File: config.mk
export PLATFORM = sky130hd
export DESIGN_NAME = uart_tx_arbiter_flat
export DESIGN_NICKNAME = d
export VERILOG_FILES = /design/src/rtl/uart_tx_arbiter_if.sv /design/src/rtl/uart_tx_arbiter.sv /design/src/flat_wrapper.sv
export SDC_FILE = /design/constraint.sdc
export NUM_CORES = 1
export LEC_CHECK = 0
export ABC_AREA = 0
export CAP_MARGIN = 20
export CORE_MARGIN = 4
export CORE_UTILIZATION = 35
export CTS_BUF_LIST = sky130_fd_sc_hd__clkbuf_16
export CTS_CLUSTER_DIAMETER = 40
export DETAILED_ROUTE_END_ITERATION = 6
export PLACE_DENSITY_LB_ADDON = 0.05
export SYNTH_ARGS = -nofsm -noshare
export SYNTH_HDL_FRONTEND = slang
export SYNTH_SLANG_ARGS = --single-unit
File: constraint.sdc
create_clock -name CLK -period 3.4 [get_ports CLK]
set_clock_uncertainty 0.15 [all_clocks]
set_input_delay 0.68 -clock CLK [delete_from_list [all_inputs] [get_ports CLK]]
set_output_delay 0.68 -clock CLK [all_outputs]
set_load 0.01 [all_outputs]
File: src/rtl/uart_tx_arbiter_if.sv
// Handshake bundle between two byte producers, the arbiter and the shared UART transmitter.
// The arbiter connects through the slave modport; the producer/transmitter side uses master.
interface uart_tx_arbiter_if;
    logic       i_a_stb;
    logic [7:0] i_a_data;
    logic       o_a_busy;
    logic       i_b_stb;
    logic [7:0] i_b_data;
    logic       o_b_busy;
    logic       o_tx_stb;
    logic [7:0] o_tx_data;
    logic       i_tx_busy;
    logic [1:0] o_grant;

    modport slave (
        input  i_a_stb, i_a_data, i_b_stb, i_b_data, i_tx_busy,
        output o_a_busy, o_b_busy, o_tx_stb, o_tx_data, o_grant
    );

    modport master (
        output i_a_stb, i_a_data, i_b_stb, i_b_data, i_tx_busy,
        input  o_a_busy, o_b_busy, o_tx_stb, o_tx_data, o_grant
    );
endinterface

File: src/rtl/uart_tx_arbiter.sv
// Round-robin arbiter sharing one UART transmitter between channel A (rx echo) and B (messages).
// Define UARTARB_FIFO_EN to replace channel A's holding register with a 2**FIFO_LW-entry FIFO.
module uart_tx_arbiter #(
    parameter int FIFO_LW = 2
) (
    input  logic               CLK,
    input  logic               RST_N,
    uart_tx_arbiter_if.slave   bus
);

    typedef enum logic {S_IDLE = 1'b0, S_SEND = 1'b1} state_t;

    state_t     state_q, state_d;
    logic       tx_stb_q, tx_stb_d;
    logic [7:0] tx_data_q, tx_data_d;
    logic [1:0] grant_q, grant_d;
    logic       ptr_q, ptr_d;          // 0: favour A on contention, 1: favour B
    logic       b_valid_q, b_valid_d;
    logic [7:0] b_data_q, b_data_d;

    logic       a_valid;
    logic [7:0] a_head;
    logic       a_busy;
    logic       a_sel;
    logic       b_sel;

`ifdef UARTARB_FIFO_EN
    localparam int DEPTH = 1 << FIFO_LW;
    localparam logic [FIFO_LW:0] FULL_COUNT = {1'b1, {FIFO_LW{1'b0}}};

    logic [7:0]         a_mem [DEPTH];
    logic [FIFO_LW-1:0] wr_ptr_q, wr_ptr_d;
    logic [FIFO_LW-1:0] rd_ptr_q, rd_ptr_d;
    logic [FIFO_LW:0]   count_q, count_d;
    logic               full_q, full_d;
    logic               a_push;
    logic               a_pop;

    // The head entry stays in the FIFO until the transmitter takes it, so the
    // byte in flight still occupies a slot.
    assign a_push = bus.i_a_stb && !full_q;
    assign a_pop  = (state_q == S_SEND) && grant_q[0] && !bus.i_tx_busy;

    always_comb begin
        wr_ptr_d = wr_ptr_q;
        rd_ptr_d = rd_ptr_q;
        count_d  = count_q;
        if (a_push) wr_ptr_d = wr_ptr_q + 1'b1;
        if (a_pop)  rd_ptr_d = rd_ptr_q + 1'b1;
        case ({a_push, a_pop})
            2'b10:   count_d = count_q + 1'b1;
            2'b01:   count_d = count_q - 1'b1;
            default: count_d = count_q;
        endcase
        full_d = (count_d == FULL_COUNT);
    end

    always_ff @(posedge CLK or negedge RST_N) begin
        if (!RST_N) begin
            wr_ptr_q <= '0;
            rd_ptr_q <= '0;
            count_q  <= '0;
            full_q   <= 1'b0;
        end else begin
            wr_ptr_q <= wr_ptr_d;
            rd_ptr_q <= rd_ptr_d;
            count_q  <= count_d;
            full_q   <= full_d;
        end
    end

    always_ff @(posedge CLK) begin
        if (a_push) a_mem[wr_ptr_q] <= bus.i_a_data;
    end

    assign a_valid = (count_q != '0);
    assign a_head  = a_mem[rd_ptr_q];
    assign a_busy  = full_q;
`else
    logic       a_valid_q, a_valid_d;
    logic [7:0] a_data_q, a_data_d;

    always_comb begin
        a_valid_d = a_valid_q;
        a_data_d  = a_data_q;
        if (a_sel) a_valid_d = 1'b0;
        if (bus.i_a_stb && !a_valid_q) begin
            a_valid_d = 1'b1;
            a_data_d  = bus.i_a_data;
        end
    end

    always_ff @(posedge CLK or negedge RST_N) begin
        if (!RST_N) begin
            a_valid_q <= 1'b0;
            a_data_q  <= '0;
        end else begin
            a_valid_q <= a_valid_d;
            a_data_q  <= a_data_d;
        end
    end

    assign a_valid = a_valid_q;
    assign a_head  = a_data_q;
    assign a_busy  = a_valid_q;
`endif

    always_comb begin
        b_valid_d = b_valid_q;
        b_data_d  = b_data_q;
        if (b_sel) b_valid_d = 1'b0;
        if (bus.i_b_stb && !b_valid_q) begin
            b_valid_d = 1'b1;
            b_data_d  = bus.i_b_data;
        end
    end

    always_comb begin
        state_d   = state_q;
        tx_stb_d  = tx_stb_q;
        tx_data_d = tx_data_q;
        grant_d   = grant_q;
        ptr_d     = ptr_q;
        a_sel     = 1'b0;
        b_sel     = 1'b0;
        case (state_q)
            S_IDLE: begin
                tx_stb_d = 1'b0;
                if (a_valid && (!b_valid_q || !ptr_q)) a_sel = 1'b1;
                else if (b_valid_q)                    b_sel = 1'b1;
                if (a_sel) begin
                    tx_data_d = a_head;
                    tx_stb_d  = 1'b1;
                    grant_d   = 2'b01;
                    state_d   = S_SEND;
                end else if (b_sel) begin
                    tx_data_d = b_data_q;
                    tx_stb_d  = 1'b1;
                    grant_d   = 2'b10;
                    state_d   = S_SEND;
                end
            end
            S_SEND: begin
                // Transmitter accepts: hand priority to the channel not just served.
                if (!bus.i_tx_busy) begin
                    tx_stb_d = 1'b0;
                    grant_d  = 2'b00;
                    ptr_d    = grant_q[0];
                    state_d  = S_IDLE;
                end
            end
            default: state_d = S_IDLE;
        endcase
    end

    always_ff @(posedge CLK or negedge RST_N) begin
        if (!RST_N) begin
            state_q   <= S_IDLE;
            tx_stb_q  <= 1'b0;
            tx_data_q <= '0;
            grant_q   <= 2'b00;
            ptr_q     <= 1'b0;
            b_valid_q <= 1'b0;
            b_data_q  <= '0;
        end else begin
            state_q   <= state_d;
            tx_stb_q  <= tx_stb_d;
            tx_data_q <= tx_data_d;
            grant_q   <= grant_d;
            ptr_q     <= ptr_d;
            b_valid_q <= b_valid_d;
            b_data_q  <= b_data_d;
        end
    end

    assign bus.o_a_busy  = a_busy;
    assign bus.o_b_busy  = b_valid_q;
    assign bus.o_tx_stb  = tx_stb_q;
    assign bus.o_tx_data = tx_data_q;
    assign bus.o_grant   = grant_q;

endmodule
File: src/flat_wrapper.sv
// flat-port wrapper written by rule: the top's interface ports become plain ports
module uart_tx_arbiter_flat 
#(
    parameter int FIFO_LW = 2
)
  (CLK, RST_N, bus_i_a_stb, bus_i_a_data, bus_i_b_stb, bus_i_b_data, bus_i_tx_busy, bus_o_a_busy, bus_o_b_busy, bus_o_tx_stb, bus_o_tx_data, bus_o_grant);
  uart_tx_arbiter_if bus_i ();
  input  logic CLK;
  input  logic RST_N;
  input wire logic [$bits(bus_i.i_a_stb)-1:0] bus_i_a_stb;
  input wire logic [$bits(bus_i.i_a_data)-1:0] bus_i_a_data;
  input wire logic [$bits(bus_i.i_b_stb)-1:0] bus_i_b_stb;
  input wire logic [$bits(bus_i.i_b_data)-1:0] bus_i_b_data;
  input wire logic [$bits(bus_i.i_tx_busy)-1:0] bus_i_tx_busy;
  output wire logic [$bits(bus_i.o_a_busy)-1:0] bus_o_a_busy;
  output wire logic [$bits(bus_i.o_b_busy)-1:0] bus_o_b_busy;
  output wire logic [$bits(bus_i.o_tx_stb)-1:0] bus_o_tx_stb;
  output wire logic [$bits(bus_i.o_tx_data)-1:0] bus_o_tx_data;
  output wire logic [$bits(bus_i.o_grant)-1:0] bus_o_grant;
  assign bus_i.i_a_stb = bus_i_a_stb;
  assign bus_i.i_a_data = bus_i_a_data;
  assign bus_i.i_b_stb = bus_i_b_stb;
  assign bus_i.i_b_data = bus_i_b_data;
  assign bus_i.i_tx_busy = bus_i_tx_busy;
  assign bus_o_a_busy = bus_i.o_a_busy;
  assign bus_o_b_busy = bus_i.o_b_busy;
  assign bus_o_tx_stb = bus_i.o_tx_stb;
  assign bus_o_tx_data = bus_i.o_tx_data;
  assign bus_o_grant = bus_i.o_grant;
  uart_tx_arbiter #(.FIFO_LW(FIFO_LW)) u_core (.CLK(CLK), .RST_N(RST_N), .bus(bus_i));
endmodule
### Word-level counts from Yosys, hierarchy flattened

Index checks and enable logic that the tools add are counted.

* flip-flop bits (word level): 31
* bits of input ports: 21
* output and inout port bits: 13
* logic and storage cells: 49

* equal/unequal tests: 2
* multiplexer cells: 23
* bitwise logic cells: 2
* reductions and logical operators: 13

Operators with widths (count)
* 8-bit two-way mux: 2
* 1-bit two-way mux: 15
* 2-bit two-way mux: 3
* 2-bit AND reduction: 3
* 2-bit nonzero test: 3
* 1-bit one-hot mux with 2 select lines: 2
* 2-bit one-hot mux with 2 select lines: 1
* 1-bit logical AND: 3
* 1-bit zero test: 3
* 3-bit by 1-bit inequality test with 1-bit output, second input constant: 1
* 2-bit inequality test, second input constant: 1
* 1-bit NOT: 2
* 1-bit logical OR: 1

### Depth between registers and ports, before layout

* word-level depth: 8
* mapped depth: 5
* mapped depth without buffers: 3

### Least setup slack after synthesis

No wires, ideal clock.

* path kind: input to register
* from: in bus_i_b_stb
* to: reg u_core.b_data_q[0]
* library setup time: 0.125 ns
* data arrival time: 1.298 ns
* slack: 1.828 ns
* stages on the path: 3
* path buffers: 1
* path through: nor2b_1 -> buf_2 -> mux2_2

* longest elaborated chain between the ends: 1

Ends and longest elaborated chain
* start: declaration: line flat_wrapper.sv:12 `input wire logic [$bits(bus_i.i_b_stb)-1:0] bus_i_b_stb;`
* 1-bit logical AND: line uart_tx_arbiter.sv:112 `if (bus.i_b_stb && !b_valid_q) begin`
* end signal: assignment: line uart_tx_arbiter.sv:172 `b_data_q <= b_data_d;`
* end: declaration: line uart_tx_arbiter.sv:19 `logic [7:0] b_data_q, b_data_d;`

No other way between the ends.
A chain may end at the register's enable or synchronous reset.

### Worst setup path after layout

* from: in bus_i_a_stb
* to: reg u_core.a_data_q[6]

* longest elaborated chain between the ends: 1

Ends and longest elaborated chain
* start: declaration: line flat_wrapper.sv:10 `input wire logic [$bits(bus_i.i_a_stb)-1:0] bus_i_a_stb;`
* 1-bit logical AND: line uart_tx_arbiter.sv:87 `if (bus.i_a_stb && !a_valid_q) begin`
* end signal: assignment: line uart_tx_arbiter.sv:99 `a_data_q <= a_data_d;`
* end: declaration: line uart_tx_arbiter.sv:81 `logic [7:0] a_data_q, a_data_d;`

No other way between the ends.

==> impl_metrics.csv <==
group,metric,value,unit
outcome,status,"finished clean",
critical_path,worstSetupPathType,"primary input to flop",
timing,rsz0062_at_grt,"false",
placement,dp_cells,178,
critical_path,crit_family,"simple AND/OR/NAND/NOR gates",
clock_tree,path_clk_slew,50,ps
yosys,yosys.area.top_type,"dfrtp_1",
yosys,synth_top_area_share,61.0,%
flow_run,drv_cap,0,
timing,hold_viol,0,
clock_tree,cts.path.max_buffers,2,
critical_path,cp_num_buf_inv,1,
global_routing,grt_max_degree,32,
critical_path,critPathMaxFanout,8,
critical_path,end_kind,"flop",
timing,period_share,63.7,%
routing,drt_wl_total,2670,um
placement,place_area,1630,um^2
critical_path,crit_path_start_kind,"primary input",
routing,first_pass_iters,2,
routing,ant_nets,0,
timing,slew_viol_final,0,
yosys,synth_enable_flop_cells,0,
global_routing,grt_pass1_wl,4590,um
yosys,ys_seq_area_share,61.0,%
die,start_util,37.2,%
pwr,p_seq_share,39.5,%
pwr,p_per_area,989,nW/um^2
yosys,synth.top_cells.by_area,"dfrtp_1, mux2_2, nand2_1, a31oi_1, nor2_1",
timing,slew_headroom,51.7,%
cells_and_area,fin_nets,160,
global_routing,grt_pass1_vias,947,
timing,fmax,462,MHz
yosys,synth-seq-cells,31,
die,die_area,4660,um^2
pwr,combinationalPowerShare,37.2,%
pwr,p_int,1.19,mW
yosys,synthArstFlopShare,100,%
routing,wl_per_cell,14.4,um
routing,drt_iter0_drc,28,
clock_tree,htreeDepth,2,
timing,finalSetupViolCount,0,
placement,gp_congestion,0.684,
clock_tree,cts_sinks,31,
min_path,hold_class,"flop to flop",
global_routing,grtUsageTotal,14.2,%
critical_path,crit_slowest_cell,"nor2b_1",
cells_and_area,finalInstanceArea,1770,um^2
placement,hpwl,1840,um
cells_and_area,final_util,51.7,%
critical_path,cp.required,3410,ps
yosys,synth_ff_type,"dfrtp_1",
timing,min_period,2170,ps
yosys,synthDistinctLibCells,19,
routing,via_count,901,
cells_and_area,area_growth,38.9,%
yosys,ys_top_cells_by_count,"dfrtp_1, mux2_2, nand2_1",
die,fp.dieW,68.3,um
pwr,p_leak,0.741,nW
clock_tree,insertion_delay,270,ps
pwr,netSwitchingFraction,32.0,%
critical_path,cp_data_arrival_time,2170,ps
yosys,syn_avg_cell_area,12.3,um^2
die,die_h,68.3,um
yosys,ys_warn_count,0,
pwr,pwr-share-clk,23.4,%
pwr,switchingPower,0.559,mW
cells_and_area,final_cells,186,
yosys,syn_inst,103,
clock_tree,cts_tree,"built",
clock_tree,ctsHoldBuffers,0,
timing,hold_slack,356,ps
yosys,syn_area,1270,um^2
clock_tree,cts_buffers,5,
cells_and_area,drive_above_1_share,18.6,%
die,io-pin-count,34,
routing,viasPerCell,4.84,
placement,portBuffers,33,
yosys,syn_nets,124,
routing,drc,0,
clock_tree,cts-root-buf,"clkbuf_16",
timing,fin_setup_tns,0,ps
clock_tree,cts-resized-gates,0,
global_routing,grt_antenna_before_repair,0,
pwr,peakVddDrop,0.486,mV
clock_tree,cts_setup_buffers,0,
global_routing,overflow,0,
yosys,yosysMostFrequentCell,"dfrtp_1",
die,coreArea,3420,um^2
critical_path,slowest_delay,600,ps
critical_path,worstPathCellList,"clkdlybuf4s50_1, nor2b_1, mux2_2",
die,row_count,21,
timing,worst_pin_slew,723,ps
cells_and_area,antenna_cells,0,
state kept, by name, indices dropped and copies added (netlist names):
name                  cells
u_core.a_data_q           8
u_core.b_data_q           8
u_core.bus.o_tx_data      8
u_core.bus.o_grant        2
u_core.bus.o_a_busy       1
u_core.bus.o_b_busy       1
u_core.bus.o_tx_stb       1
u_core.ptr_q              1
u_core.state_q            1
cell type report:
type,instances,area (um^2)
Fill cell,330,1650
Clock buffer,5,125
Sequential cell,31,776
Multi-Input combinational cell,66,450
Tap cell,46,57.6
Clock inverter,3,11.3
Timing Repair Buffer,35,345
power groups by stage:
stage               Clock [mW]  Sequential (mW)  Combinational, mW
finish                   0.408            0.689              0.649
detailed placement           0            0.696              0.665
floorplan                    0            0.690              0.419
global route             0.434            0.716              0.736
CTS                      0.417            0.691              0.667
global placement             0            0.688              0.656
layout by cell type (no fill, tap or decap), drive strengths merged, types with 2 or more instances in the layout:
cell type      count
a31oi              8
buf                2
clkbuf             5
clkdlybuf4s50     33
clkinv             2
dfrtp             31
mux2              17
nand2             17
nand2b             2
nor2               8
nor2b              3
o21ai              3
worst paths after layout:
path,cells past startpoint,startpoint,end,slack [ps]
max,3,bus_i_a_stb,u_core.a_data_q[6],1230
min,1,u_core.a_data_q[3],u_core.a_data_q[3],360
max reg2reg,3,u_core.state_q,u_core.bus.o_grant[0],1680
min reg2reg,1,u_core.a_data_q[3],u_core.a_data_q[3],360
max in group asynchronous,2,RST_N,u_core.b_data_q[1],2150
min in group asynchronous,2,RST_N,u_core.bus.o_grant[1],660
worst register-to-register path, stage by stage (launching register included):
cell	delay [ps]
dfrtp_1	470
o21ba_1	700
nand2b_1	190
a22oi_1	80
per-stage QoR:
stage               power, mW  setup WS [ps]
finish                   1.75           1230
global route             1.89           1160
CTS                      1.77           1210
detailed placement       1.36            930
global placement         1.34            951
floorplan                1.11           1830
logic make-up after synthesis:
| family | Yosys count | synth area share [%] |
|---|---|---|
| buf+inv | 6 | 3.54 |
| simple gates | 31 | 10.2 |
| mux | 17 | 15.1 |
| compound gates | 18 | 10.1 |
| flops | 31 | 61.0 |
metal layers:
layer / track usage (%) / vias up / share of wire [%]
met5: 0 / - / 0
met4: 9.68 / 0 / 2.7
met3: 5.42 / 6 / 7.2
met2: 21.7 / 27 / 47
met1: 16.4 / 444 / 43
li1: - / 424 / -
Note: power is estimated with default switching activity, not from simulation.
